**config.mk**
```make
export PLATFORM = sky130hd
export DESIGN_NAME = commit_stream_rx
export DESIGN_NICKNAME = d
export VERILOG_FILES = /design/src/rtl/commit_stream_rx.sv
export SDC_FILE = /design/constraint.sdc
export NUM_CORES = 2
export LEC_CHECK = 0
export ABC_CLOCK_PERIOD_IN_PS = 61800
export BUFFER_PORTS_ARGS = -buffer_cell sky130_fd_sc_hd__buf_2
export CAP_MARGIN = 25
export CORE_UTILIZATION = 40
export DETAILED_ROUTE_END_ITERATION = 7
export PLACE_DENSITY_LB_ADDON = 0.25
export SYNTH_ARGS = -nofsm -noshare
export SYNTH_HDL_FRONTEND = slang
export SYNTH_SLANG_ARGS = --single-unit
```
**constraint.sdc**
```tcl
create_clock -name clk -period 61.8 [get_ports clk]
set_clock_uncertainty 0.2 [all_clocks]
set_input_delay 3.09 -clock clk [delete_from_list [all_inputs] [get_ports clk]]
set_output_delay 3.09 -clock clk [all_outputs]
set_load 0.05 [all_outputs]
```
**src/rtl/commit_stream_rx.sv**
```systemverilog
// Receive side of the difftest commit stream: buffers commit records for a valid/ready reader
// and tracks the a0 shadow, cycle/instruction counters and the trap. COMMIT_PUTCH_EN enables the console strobe.
module commit_stream_rx #(
    parameter int DEPTH = 8
) (
    input  logic                       clk,
    input  logic                       rst,
    input  logic                       cmt_valid,
    input  logic [63:0]                cmt_pc,
    input  logic [31:0]                cmt_inst,
    input  logic                       cmt_wen,
    input  logic [7:0]                 cmt_wdest,
    input  logic [63:0]                cmt_wdata,
    output logic                       rec_valid,
    input  logic                       rec_ready,
    output logic [63:0]                rec_pc,
    output logic [31:0]                rec_inst,
    output logic                       rec_wen,
    output logic [7:0]                 rec_wdest,
    output logic [63:0]                rec_wdata,
    output logic [$clog2(DEPTH):0]     fifo_count,
    output logic                       overflow,
    output logic                       trap,
    output logic [7:0]                 trap_code,
    output logic [63:0]                trap_pc,
    output logic [63:0]                cycle_cnt,
    output logic [63:0]                instr_cnt,
    output logic                       uart_out_valid,
    output logic [7:0]                 uart_out_ch
);
    localparam int AW = $clog2(DEPTH);
    localparam int CW = AW + 1;

    typedef struct packed {
        logic [63:0] pc;
        logic [31:0] inst;
        logic        wen;
        logic [7:0]  wdest;
        logic [63:0] wdata;
    } rec_t;

    rec_t          mem [DEPTH];
    logic [AW-1:0] head;
    logic [AW-1:0] tail;
    logic [CW-1:0] count;
    logic [7:0]    shadow_a0;

    logic       accept;
    logic       pop;
    logic       full;
    logic       push;
    logic       wr_a0;
    logic [7:0] eff_a0;
    rec_t       head_rec;

    assign accept = cmt_valid & ~trap;
    assign pop    = (count != '0) & rec_ready;
    assign full   = (count == CW'(DEPTH));
    // A full FIFO still takes the new record when the head leaves in the same cycle.
    assign push   = accept & (~full | pop);
    assign wr_a0  = cmt_wen & (cmt_wdest == 8'd10);
    assign eff_a0 = wr_a0 ? cmt_wdata[7:0] : shadow_a0;

    always_ff @(posedge clk) begin
        if (push) begin
            mem[tail] <= '{pc: cmt_pc, inst: cmt_inst, wen: cmt_wen,
                           wdest: cmt_wdest, wdata: cmt_wdata};
        end
    end

    // Head fields are forced to zero when empty so reset and drain show clean zeros.
    assign rec_valid  = (count != '0);
    assign head_rec   = rec_valid ? mem[head] : '0;
    assign rec_pc     = head_rec.pc;
    assign rec_inst   = head_rec.inst;
    assign rec_wen    = head_rec.wen;
    assign rec_wdest  = head_rec.wdest;
    assign rec_wdata  = head_rec.wdata;
    assign fifo_count = count;

    always_ff @(posedge clk or negedge rst) begin
        if (!rst) begin
            head      <= '0;
            tail      <= '0;
            count     <= '0;
            overflow  <= 1'b0;
            trap      <= 1'b0;
            trap_code <= 8'h0;
            trap_pc   <= 64'h0;
            cycle_cnt <= 64'h0;
            instr_cnt <= 64'h0;
            shadow_a0 <= 8'h0;
        end else begin
            if (push) tail <= tail + AW'(1);
            if (pop)  head <= head + AW'(1);
            case ({push, pop})
                2'b10:   count <= count + CW'(1);
                2'b01:   count <= count - CW'(1);
                default: count <= count;
            endcase
            if (accept & ~push) overflow <= 1'b1;
            if (!trap) cycle_cnt <= cycle_cnt + 64'd1;
            if (accept) begin
                instr_cnt <= instr_cnt + 64'd1;
                if (wr_a0) shadow_a0 <= cmt_wdata[7:0];
                if (cmt_inst[6:0] == 7'h6b) begin
                    trap      <= 1'b1;
                    trap_pc   <= cmt_pc;
                    trap_code <= eff_a0;
                end
            end
        end
    end

`ifdef COMMIT_PUTCH_EN
    logic putch;
    assign putch = accept & (cmt_inst == 32'h0000007b);

    always_ff @(posedge clk or negedge rst) begin
        if (!rst) begin
            uart_out_valid <= 1'b0;
            uart_out_ch    <= 8'h0;
        end else begin
            uart_out_valid <= putch;
            uart_out_ch    <= putch ? eff_a0 : 8'h0;
        end
    end
`else
    assign uart_out_valid = 1'b0;
    assign uart_out_ch    = 8'h0;
`endif

endmodule

```
==> run_results.csv <==
group,metric,value,unit
outcome,outcome,"complete, no violations",
sta,rsz0062_at_grt,"false",
worst_setup_path,critPathBufInv,4,
worst_setup_path,reg2reg_to,"mem[6][81]$_DFFE_PP_",
global_route,grt_max_degree,133,
route,first_iter_violations,1796,
clock_tree,cts_tree,"built",
global_route,antenna_found_initial,32,
clock_tree,clk_latency,0.79,ns
power,swShare,0.3733,
worst_setup_path,crit_path_start_kind,"register",
worst_setup_path,worst-setup-path-type,"register to output port",
route,post-route-drc-count,0,
global_route,grt_use_met2,0.2909,
worst_setup_path,endpoint_kind,"output port",
power,power.switching,1.349,mW
final_layout,multi_input_area,14190,sq um
floorplan,fp.dieH,392.1,um
power,pwr-share-seq,0.376,
worst_setup_path,path_cells,"buf_4 -> buf_4 -> buf_4 -> mux4_2 -> mux2i_1 -> nor2_1 -> buf_2",
clock_tree,holdBufCountCts,0,
worst_setup_path,r2r_cells,7,
floorplan,rows,142,
floorplan,initial_core_util,0.4045,
placed_design,place_congestion,0.8097,
yosys,ys_seq_area_frac,0.7573,
final_layout,post-route-util,0.4752,
run,maxCapViolCount,0,
power,comb_power_share,0.355,
yosys,synth_cell_types,57,
worst_setup_path,cp.required,58.51,ns
final_layout,drive_above_1_share,0.3424,
yosys,synth-xor-area-share,0.01913,
worst_hold_path,hp-start,"cycle_cnt[63]$_DFFE_PN0N_",
floorplan,ios,558,
sta,min_period_over_period,0.1393,
final_layout,finalNetCount,3791,
worst_setup_path,cp_max_fo,46,
floorplan,die_w,392.1,um
clock_tree,clock_path_buffers,3,
yosys,synth_edf_count,1352,
clock_tree,numCtsBuffers,167,
sta,setup_viol,0,
yosys,synth_mux_area_frac,0.1684,
global_route,grt_pass1_vias,31604,
yosys,synth_ff_type,"edfxtp_1",
power,pwr-share-clk,0.269,
placed_design,placed_cells,5457,
worst_hold_path,hold-path-endpoint,"cycle_cnt[63]$_DFFE_PN0N_",
clock_tree,path_clk_slew,0.06,ns
worst_setup_path,r2r_setup_slack,56.67,ns
final_layout,area_growth,17.46,%
final_layout,final-seq-area,46120,sq um
route,vias_per_cell,5.269,
global_route,grt_use_met1,0.2425,
final_layout,final_cells,5778,
sta,max_freq,116.1,MHz
route,firstDrtPassIters,7,
clock_tree,cts-root-buf,"clkbuf_16",
global_route,grtUsageTotal,0.1806,
global_route,grt_busiest_layer,"met2",
route,dr_total_vias,30444,
sta,min_period,8.611,ns
power,p_total,3.614,mW
power,p_int,2.265,mW
clock_tree,htreeDepth,4,
sta,hold_violations,0,
yosys,ys_warn_count,0,
route,ant_nets,0,
global_route,grt_pass1_wl,206.2,mm
global_route,grt-ovfl-total,0,
power,ir_worst_vdd,0.02710,mV
worst_setup_path,cp_top_family,"buffers and inverters",
placed_design,port_buffers,548,
yosys,synthSimpleGateAreaFrac,0.04092,
floorplan,dieArea,153800,sq um
worst_hold_path,hp-class,"register to register",
yosys,syn_avg_cell_area,20.48,sq um
worst_setup_path,cpMostUsedCell,"buf_4",
placed_design,dp_hpwl,79.38,mm
power,p_per_area,50.55,nW/um^2
yosys,synthAdderAreaFrac,0.001562,
final_layout,fillCellCount,12642,
clock_tree,clock-sinks,1572,
sta,slew_violations,0,
yosys,async_flop_share,0.1399,
yosys,synth_top_family_by_area,"multiplexers",
worst_hold_path,hold_depth,1,
route,wl,139.2,mm
yosys,netlist_instances,2973,
power,power.leakage,25.89,nW
worst_setup_path,slowest_stage,"dfrtp_4",
worst_setup_path,arrival,5.32,ns
worst_setup_path,critPathMaxStageDelay,1.03,ns
yosys,syn-cell-area,60880,sq um
sta,worst_slew_pin_slew,1.049,ns
yosys,synth_compound_area_frac,0.001377,
yosys,ys_seq_elements,1572,
clock_tree,cts_repair_resize_count,0,
sta,tns,0,ns
clock_tree,post-cts-setup-buffers,0,
route,routedWlPerCell,24.09,um
floorplan,coreArea,150500,sq um
sta,maxSlewHeadroom,0.3008,
worst_setup_path,worstReg2RegStart,"trap$_DFFE_PN0P_",
global_route,grt_use_met3,0.05360,
placed cells by master (no fill, tap or decap), types with 6 or more instances in the layout:
cell type,netlist,final
nand3_1,44,44
edfxtp_1,1352,1352
conb_1,1,9
dfrtp_1,220,217
mux2i_1,178,178
clkbuf_8,0,12
nor2_1,234,233
ha_1,6,6
inv_6,0,7
diode_2,0,6
nor4_1,17,17
and3_1,12,12
nand2_1,59,59
clkinv_2,0,27
inv_1,18,18
a21oi_1,9,9
clkbuf_16,0,171
nand4_1,46,46
buf_2,41,547
buf_12,0,6
xnor2_1,74,74
clkinv_1,0,22
clkbuf_1,58,56
nor3_1,26,24
buf_4,9,44
mux4_2,338,338
mux2_2,72,72
xor2_1,59,59
bufinv_16,0,8
and4_1,8,8
cells by family after synthesis:
family,count (synthesis)
xor+xnor,133
simple gates,496
mux,592
compound gates,14
flops,1572
other cells,1
fa+ha+maj,7
buf+inv,158
state kept, by name, indices dropped and copies added (netlist names):
register / flops
mem: 1352
trap: 1
head: 3
overflow: 1
trap_pc: 64
tail: 3
instr_cnt: 64
trap_code: 8
shadow_a0: 8
fifo_count: 4
cycle_cnt: 64
worst max path at each step:
stage / startpoint / to / slack [ns] / depth (start not counted)
detailed placement: head[0]$_DFFE_PN0P_ / rec_wdata[38] / 53.68 / 7
global placement: head[0]$_DFFE_PN0P_ / rec_wdata[34] / 53.68 / 7
floorplan: cmt_valid / mem[0][0]$_DFFE_PP_ / 39.32 / 4
global route: head[0]$_DFFE_PN0P_ / rec_pc[29] / 52.66 / 7
CTS: head[0]$_DFFE_PN0P_ / rec_wdata[38] / 52.83 / 7
finish: head[0]$_DFFE_PN0P_ / rec_pc[29] / 53.19 / 7
routing by layer:
layer | up-vias | share of wire
met4 | 36 | 0.015
met1 | 16109 | 0.43
met2 | 854 | 0.48
li1 | 13222 | -
met5 | - | 0.0014
met3 | 223 | 0.074
layout make-up:
class / instances / share of cell area
well taps: 2016 / 0.03527
multi-input cells: 1251 / 0.1984
repair buffers: 600 / 0.04539
flip-flops and latches: 1572 / 0.6449
clock inverters: 75 / 0.009729
diodes: 6 / 0.0002100
clock buffers: 239 / 0.06509
inverters: 19 / 0.0009974
cell usage after synthesis, drive strengths merged (13+ instances only):
master  instances  area [sq um]
dfrtp         220          5505
edfxtp       1352         40600
mux4          338          7612
and3           13         82.58
nand3          44         220.2
xor2           59         516.8
nor4           22         195.2
mux2i         178          1782
clkbuf         58         217.7
buf            81         396.6
inv            19         71.31
mux2           76         855.8
nor3           29         160.2
nor2          234         878.3
xnor2          74         648.1
nand2          59         221.5
nand4          50         346.6
power by group through the flow:
stage | Combinational [mW] | Sequential [mW] | Clock (mW)
after floorplan | 0.934 | 1.45 | 0
after global routing | 1.36 | 1.37 | 1.04
after global placement | 1.31 | 1.38 | 0
final | 1.28 | 1.36 | 0.971
after detailed placement | 1.31 | 1.38 | 0
after CTS | 1.31 | 1.36 | 0.996
per-stage QoR:
step	area (sq um)	setup WS [ns]	hold WS, ns
final	71510	53.19	0.2656
after global routing	71490	52.66	0.2842
after CTS	71460	52.83	0.2686
after detailed placement	66110	53.68	0.2516
after global placement	66100	53.68	0.2533
after floorplan	60910	39.32	0.2792
Note: power is estimated with default switching activity, not from simulation.
